File: src/rtl/weight_pattern_gen_if.sv
// Handshake bundle between weight_pattern_gen (master) and its pattern sink (slave).
// Define WPG_PARITY_EN to add the registered parity output par.
interface weight_pattern_gen_if #(
   parameter int W = 9
);
   logic         start;
   logic [3:0]   K;
   logic         ready;
   logic [W-1:0] M;
   logic         valid;
   logic         busy;
   logic         done;
   logic         err;
   logic [7:0]   count;
`ifdef WPG_PARITY_EN
   logic         par;

   modport master (
      input  start, K, ready,
      output M, valid, busy, done, err, count, par
   );

   modport slave (
      output start, K, ready,
      input  M, valid, busy, done, err, count, par
   );
`else
   modport master (
      input  start, K, ready,
      output M, valid, busy, done, err, count
   );

   modport slave (
      output start, K, ready,
      input  M, valid, busy, done, err, count
   );
`endif
endinterface

File: src/rtl/weight_pattern_gen.sv
// Enumerates every W-bit vector of popcount K in ascending order over a valid/ready handshake.
// Optional feature macro: WPG_PARITY_EN (adds registered parity output par on the interface).
module weight_pattern_gen #(
   parameter int W = 9
) (
   input  logic                  clk,
   input  logic                  reset,
   weight_pattern_gen_if.master  bus
);

   typedef enum logic [1:0] {
      IDLE,
      RUN,
      FIN
   } state_t;

   localparam logic [W-1:0] ALL1 = '1;
   localparam logic [W-1:0] ONE  = W'(1);

   state_t       state_q, state_d;
   logic [W-1:0] m_q, m_d;
   logic         valid_q, valid_d;
   logic         busy_q, busy_d;
   logic         done_q, done_d;
   logic         err_q, err_d;
   logic [7:0]   count_q, count_d;
   logic [3:0]   k_q, k_d;
`ifdef WPG_PARITY_EN
   logic         par_q, par_d;
`endif

   logic         k_legal;
   logic [W-1:0] first_pat;
   logic [W-1:0] last_pat;
   logic [W-1:0] next_pat;
   int unsigned  low_pos;
   int unsigned  gap_pos;
   logic         seen_one;
   logic         seen_gap;

   // Last pattern is K ones packed at the top; a shift by W (K=0) yields all zeros.
   always_comb begin
      k_legal   = ({28'd0, bus.K} <= 32'(W));
      first_pat = ~(ALL1 << bus.K);
      last_pat  = ALL1 << (32'(W) - {28'd0, k_q});
   end

   // Next same-popcount value: move the top bit of the lowest run of ones up by one
   // and repack the remaining ones of that run at bit 0.
   always_comb begin
      low_pos  = 0;
      gap_pos  = W;
      seen_one = 1'b0;
      seen_gap = 1'b0;
      for (int unsigned i = 0; i < W; i++) begin
         if (!seen_one && m_q[i]) begin
            seen_one = 1'b1;
            low_pos  = i;
         end else if (seen_one && !seen_gap && !m_q[i]) begin
            seen_gap = 1'b1;
            gap_pos  = i;
         end
      end
      next_pat = (m_q & (ALL1 << gap_pos)) | (ONE << gap_pos)
               | ~(ALL1 << (gap_pos - low_pos - 1));
   end

   always_comb begin
      state_d = state_q;
      m_d     = m_q;
      valid_d = valid_q;
      busy_d  = busy_q;
      done_d  = 1'b0;
      err_d   = 1'b0;
      count_d = count_q;
      k_d     = k_q;
      unique case (state_q)
         IDLE: begin
            if (bus.start) begin
               if (k_legal) begin
                  state_d = RUN;
                  k_d     = bus.K;
                  m_d     = first_pat;
                  valid_d = 1'b1;
                  busy_d  = 1'b1;
                  count_d = '0;
               end else begin
                  err_d = 1'b1;
               end
            end
         end
         RUN: begin
            if (valid_q && bus.ready) begin
               count_d = count_q + 8'd1;
               if (m_q == last_pat) begin
                  state_d = FIN;
                  m_d     = '0;
                  valid_d = 1'b0;
                  busy_d  = 1'b0;
                  done_d  = 1'b1;
               end else begin
                  m_d = next_pat;
               end
            end
         end
         FIN: begin
            state_d = IDLE;
         end
         default: begin
            state_d = IDLE;
         end
      endcase
`ifdef WPG_PARITY_EN
      par_d = ^m_d;
`endif
   end

   always_ff @(posedge clk) begin
      if (reset) begin
         state_q <= IDLE;
         m_q     <= '0;
         valid_q <= 1'b0;
         busy_q  <= 1'b0;
         done_q  <= 1'b0;
         err_q   <= 1'b0;
         count_q <= '0;
         k_q     <= '0;
`ifdef WPG_PARITY_EN
         par_q   <= 1'b0;
`endif
      end else begin
         state_q <= state_d;
         m_q     <= m_d;
         valid_q <= valid_d;
         busy_q  <= busy_d;
         done_q  <= done_d;
         err_q   <= err_d;
         count_q <= count_d;
         k_q     <= k_d;
`ifdef WPG_PARITY_EN
         par_q   <= par_d;
`endif
      end
   end

   assign bus.M     = m_q;
   assign bus.valid = valid_q;
   assign bus.busy  = busy_q;
   assign bus.done  = done_q;
   assign bus.err   = err_q;
   assign bus.count = count_q;
`ifdef WPG_PARITY_EN
   assign bus.par   = par_q;
`endif

endmodule

File: src/flat_wrapper.sv
// flat-port wrapper written by rule: the top's interface ports become plain ports
module weight_pattern_gen_flat 
#(
   parameter int W = 9
)
  (clk, reset, bus_start, bus_K, bus_ready, bus_M, bus_valid, bus_busy, bus_done, bus_err, bus_count);
  weight_pattern_gen_if #(.W(W)) bus_i ();
  input  logic clk;
  input  logic reset;
  input wire logic [$bits(bus_i.start)-1:0] bus_start;
  input wire logic [$bits(bus_i.K)-1:0] bus_K;
  input wire logic [$bits(bus_i.ready)-1:0] bus_ready;
  output wire logic [$bits(bus_i.M)-1:0] bus_M;
  output wire logic [$bits(bus_i.valid)-1:0] bus_valid;
  output wire logic [$bits(bus_i.busy)-1:0] bus_busy;
  output wire logic [$bits(bus_i.done)-1:0] bus_done;
  output wire logic [$bits(bus_i.err)-1:0] bus_err;
  output wire logic [$bits(bus_i.count)-1:0] bus_count;
  assign bus_i.start = bus_start;
  assign bus_i.K = bus_K;
  assign bus_i.ready = bus_ready;
  assign bus_M = bus_i.M;
  assign bus_valid = bus_i.valid;
  assign bus_busy = bus_i.busy;
  assign bus_done = bus_i.done;
  assign bus_err = bus_i.err;
  assign bus_count = bus_i.count;
  weight_pattern_gen #(.W(W)) u_core (.clk(clk), .reset(reset), .bus(bus_i));
endmodule
File: config.mk
export PLATFORM = sky130hd
export DESIGN_NAME = weight_pattern_gen_flat
export DESIGN_NICKNAME = d
export VERILOG_FILES = /design/src/rtl/weight_pattern_gen_if.sv /design/src/rtl/weight_pattern_gen.sv /design/src/flat_wrapper.sv
export SDC_FILE = /design/constraint.sdc
export NUM_CORES = 1
export LEC_CHECK = 0
export CELL_PAD_IN_SITES_DETAIL_PLACEMENT = 1
export CELL_PAD_IN_SITES_GLOBAL_PLACEMENT = 2
export CORE_UTILIZATION = 32
export DETAILED_ROUTE_END_ITERATION = 8
export PLACE_DENSITY = 0.92
export RECOVER_POWER = 100
export SYNTH_ARGS = -nofsm -noshare
export SYNTH_HDL_FRONTEND = slang
export SYNTH_SLANG_ARGS = --single-unit
export TNS_END_PERCENT = 20
File: constraint.sdc
create_clock -name clk -period 4.4 [get_ports clk]
set_clock_uncertainty 0.05 [all_clocks]
set_input_delay 0.44 -clock clk [delete_from_list [all_inputs] [get_ports clk]]
set_output_delay 0.44 -clock clk [all_outputs]
set_load 0.05 [all_outputs]
==> results.cfg <==
[timing]
fmax_mhz = 252
rsz0062_at_grt = no
setup_ws_ns = 0.425
tightest_slew_ns = 0.861
hold_viol = 0
setup_tns_ns = 0
slew_violations = 0
setup_violations = 0
fin_crit_sh_pct = 90.4
max-slew-margin-rel_pct = 41.9
fin_crit_ns = 3.98

[logic_synthesis]
synth_area_leaders = dfxtp_1 (22%), nor2_1 (6.3%), a21oi_1 (5.2%)
synthTopCellsByCount = nor2_1 (39), nand2_1 (31), dfxtp_1 (26)
yosys.area.top_type = dfxtp_1
synth_area_mm2 = 0.00232
ys_seq_area_share_pct = 22.5
ys.flop_type = dfxtp_1
netlist.area_leader.share_pct = 22.5
syn_inst = 315
synth_edf_count = 0
synth_area_per_cell_um2 = 7.35
synth_nets = 330
yosys_warnings = 0
ys_ff_latch = 26
yosysMostFrequentCell = nor2_1
async_flop_share_pct = 0
synthDistinctLibCells = 68

[layout]
multi_input_area_mm2 = 0.00161
areaGrowthSynthToFinish_pct = 16.2
nFillCells = 879
ff_latch_area_um2 = 520
layout.nets = 349
diodes = 0
layout-drive-gt1-share_pct = 8.71

[cts]
clock_latency_ns = 0.28
clkSlewWorstSetupHoldPaths_ns = 0.09
cts_sinks = 26
ctsResizeCount = 0
cts_made_buffers = 3
clockBufferDepth = 2
cts_setup_buffers = 0
cts_tree = yes
htreeDepth = 1
cts_root_buf = clkbuf_8
postCtsHoldBufs = 0

[worst_setup_path]
cp.required_ns = 4.53
path_max_fanout = 8
r2r_slack_ns = 0.42
arrival_ns = 4.11
path_buf_inv = 1
slowest_delay_ns = 0.58
end_kind = flip-flop
critical_path_class = reg -> reg
worstSetupStartpointType = flip-flop
crit_chain = or4_4 -> a21oi_1 -> o21ai_0 -> nand2b_1 -> a31oi_1 -> o21ai_0 -> ha_1 -> a21o_1 -> a21oi_1 -> o22ai_1 -> inv_1 -> fa_1 -> and3_1 -> a22oi_2 -> o21ai_1 -> a221oi_1
critPathSlowestCell = or4_4
critPathTopFamily = compound AO/OA/AOI/OAI gates

[floorplan]
die_y_um = 87.1
start_util_pct = 33.5
die_w_um = 87.1
ioPinCount = 29
design.core.area_mm2 = 0.00691
rows = 30
dieArea_mm2 = 0.00758

[detailed_routing]
vias_per_cell = 5.66
ant_nets = 0
num_vias = 2426
wl_um = 7260
drc = 0
firstDrtPassIters = 4
drt_iter0_drc = 72
routedWlPerCell_um = 16.9

[grt]
overflow = 0
first_global_vias = 2531
antenna_found_initial = 0
grt_max_degree = 23
grt_pass1_wl_um = 12400
grt_use_total_pct = 20.6

[status]
status = finished, final reports clean

[power]
ir_drop_uv = 193
leakagePower_nw = 1.02
power.total_mw = 0.987
p_per_area_mw_per_mm2 = 367

[min_path]
hp-class = reg -> reg

[placement]
pre_cts_ws_ns = 0.490
hpwl_um = 5440
portBuffers = 28
place.gp.congestion = 0.867

[flow_run]
cap_viol_max_count = 0
[cell families (layout without fill, tap and decap cells)]
family | Yosys count | in the layout | synth area share [%]
AND/OR/NAND/NOR | 143 | 143 | 33.4
AO/OA/AOI/OAI | 94 | 94 | 28.6
buffers and inverters | 33 | 51 | 6.43
flip-flops | 26 | 26 | 22.5
XOR/XNOR | 10 | 10 | 3.78
adder cells (fa/ha/maj) | 7 | 7 | 4.43
multiplexers | 2 | 2 | 0.864
[worst paths after layout]
kind                            depth (start not counted)                 from                   to
worst max-delay path                                   16      u_core.bus.M[0]      u_core.bus.M[4]
worst min-delay path                                    2  u_core.bus.count[1]  u_core.bus.count[1]
worst max register to register                         16      u_core.bus.M[0]      u_core.bus.M[4]
worst min register to register                          2  u_core.bus.count[1]  u_core.bus.count[1]
[per-layer routing]
metal	track usage [%]	part of all wire (%)
met4	6.52	1.4
met5	0	0
met2	36.6	48
met3	1.23	2.3
met1	26.6	48
[cell type report]
cell class | instances | share of cell area, %
Timing Repair Buffer | 37 | 12.8
Tap cell | 96 | 4.46
Clock buffer | 4 | 2.05
Inverter | 10 | 1.39
Multi-Input combinational cell | 256 | 60.0
Sequential cell | 26 | 19.3
[registers in the layout, summed over array words and instances, names as in the netlist]
| signal | flops |
|---|---|
| u_core.bus.M | 9 |
| u_core.bus.count | 8 |
| u_core.k_q | 4 |
| u_core.state_q | 2 |
| u_core.bus.done | 1 |
| u_core.bus.err | 1 |
| u_core.bus.valid | 1 |
[power breakdown]
part / internal, mW / switching (mW)
Combinational: 0.207 / 0.347
Clock: 0.0802 / 0.0803
Sequential: 0.249 / 0.0243
Total: 0.536 / 0.451
[through the flow]
step / area [um^2] / cells / hold slack, ns / utilization, %
2_1_floorplan: 2320 / 315 / 0.448 / -
4_1_cts: 2730 / 429 / 0.463 / 39.5
6_report: 2690 / 429 / 0.451 / 39.0
3_3_place_gp: 2670 / 425 / 0.429 / 38.7
5_1_grt: 2690 / 429 / 0.491 / 39.0
3_5_place_dp: 2670 / 425 / 0.447 / 38.7
[worst register-to-register path: stages, from the launching register on]
cell and delay [ns]:
dfxtp_1 0.33, or4_4 0.58, a21oi_1 0.17, o21ai_0 0.10, nand2b_1 0.09, a31oi_1 0.08, o21ai_0 0.17, ha_1 0.21
a21o_1 0.15, a21oi_1 0.07, o22ai_1 0.32, inv_1 0.10, fa_1 0.50, and3_1 0.18, a22oi_2 0.36, o21ai_1 0.16
a221oi_1 0.29
[placed cells by master, fill, tap and decap left out, drive strengths merged, types with 3 or more instances in the layout]
cell           instances
nor2                  39
nand2                 31
dfxtp                 26
a21oi                 24
dlygate4sd3           24
o21ai                 21
nand2b                12
inv                   10
and3                   9
buf                    8
a31oi                  8
nand4                  7
nor4                   7
nand3                  7
a211oi                 6
nor2b                  5
xor2                   5
nor3                   5
xnor2                  5
ha                     5
clkbuf                 5
o211ai                 4
o22ai                  4
o31ai                  4
clkdlybuf4s50          4
or2                    3
nor3b                  3
nand4b                 3
o21bai                 3
or4                    3
Note: power is estimated with default switching activity, not from simulation.
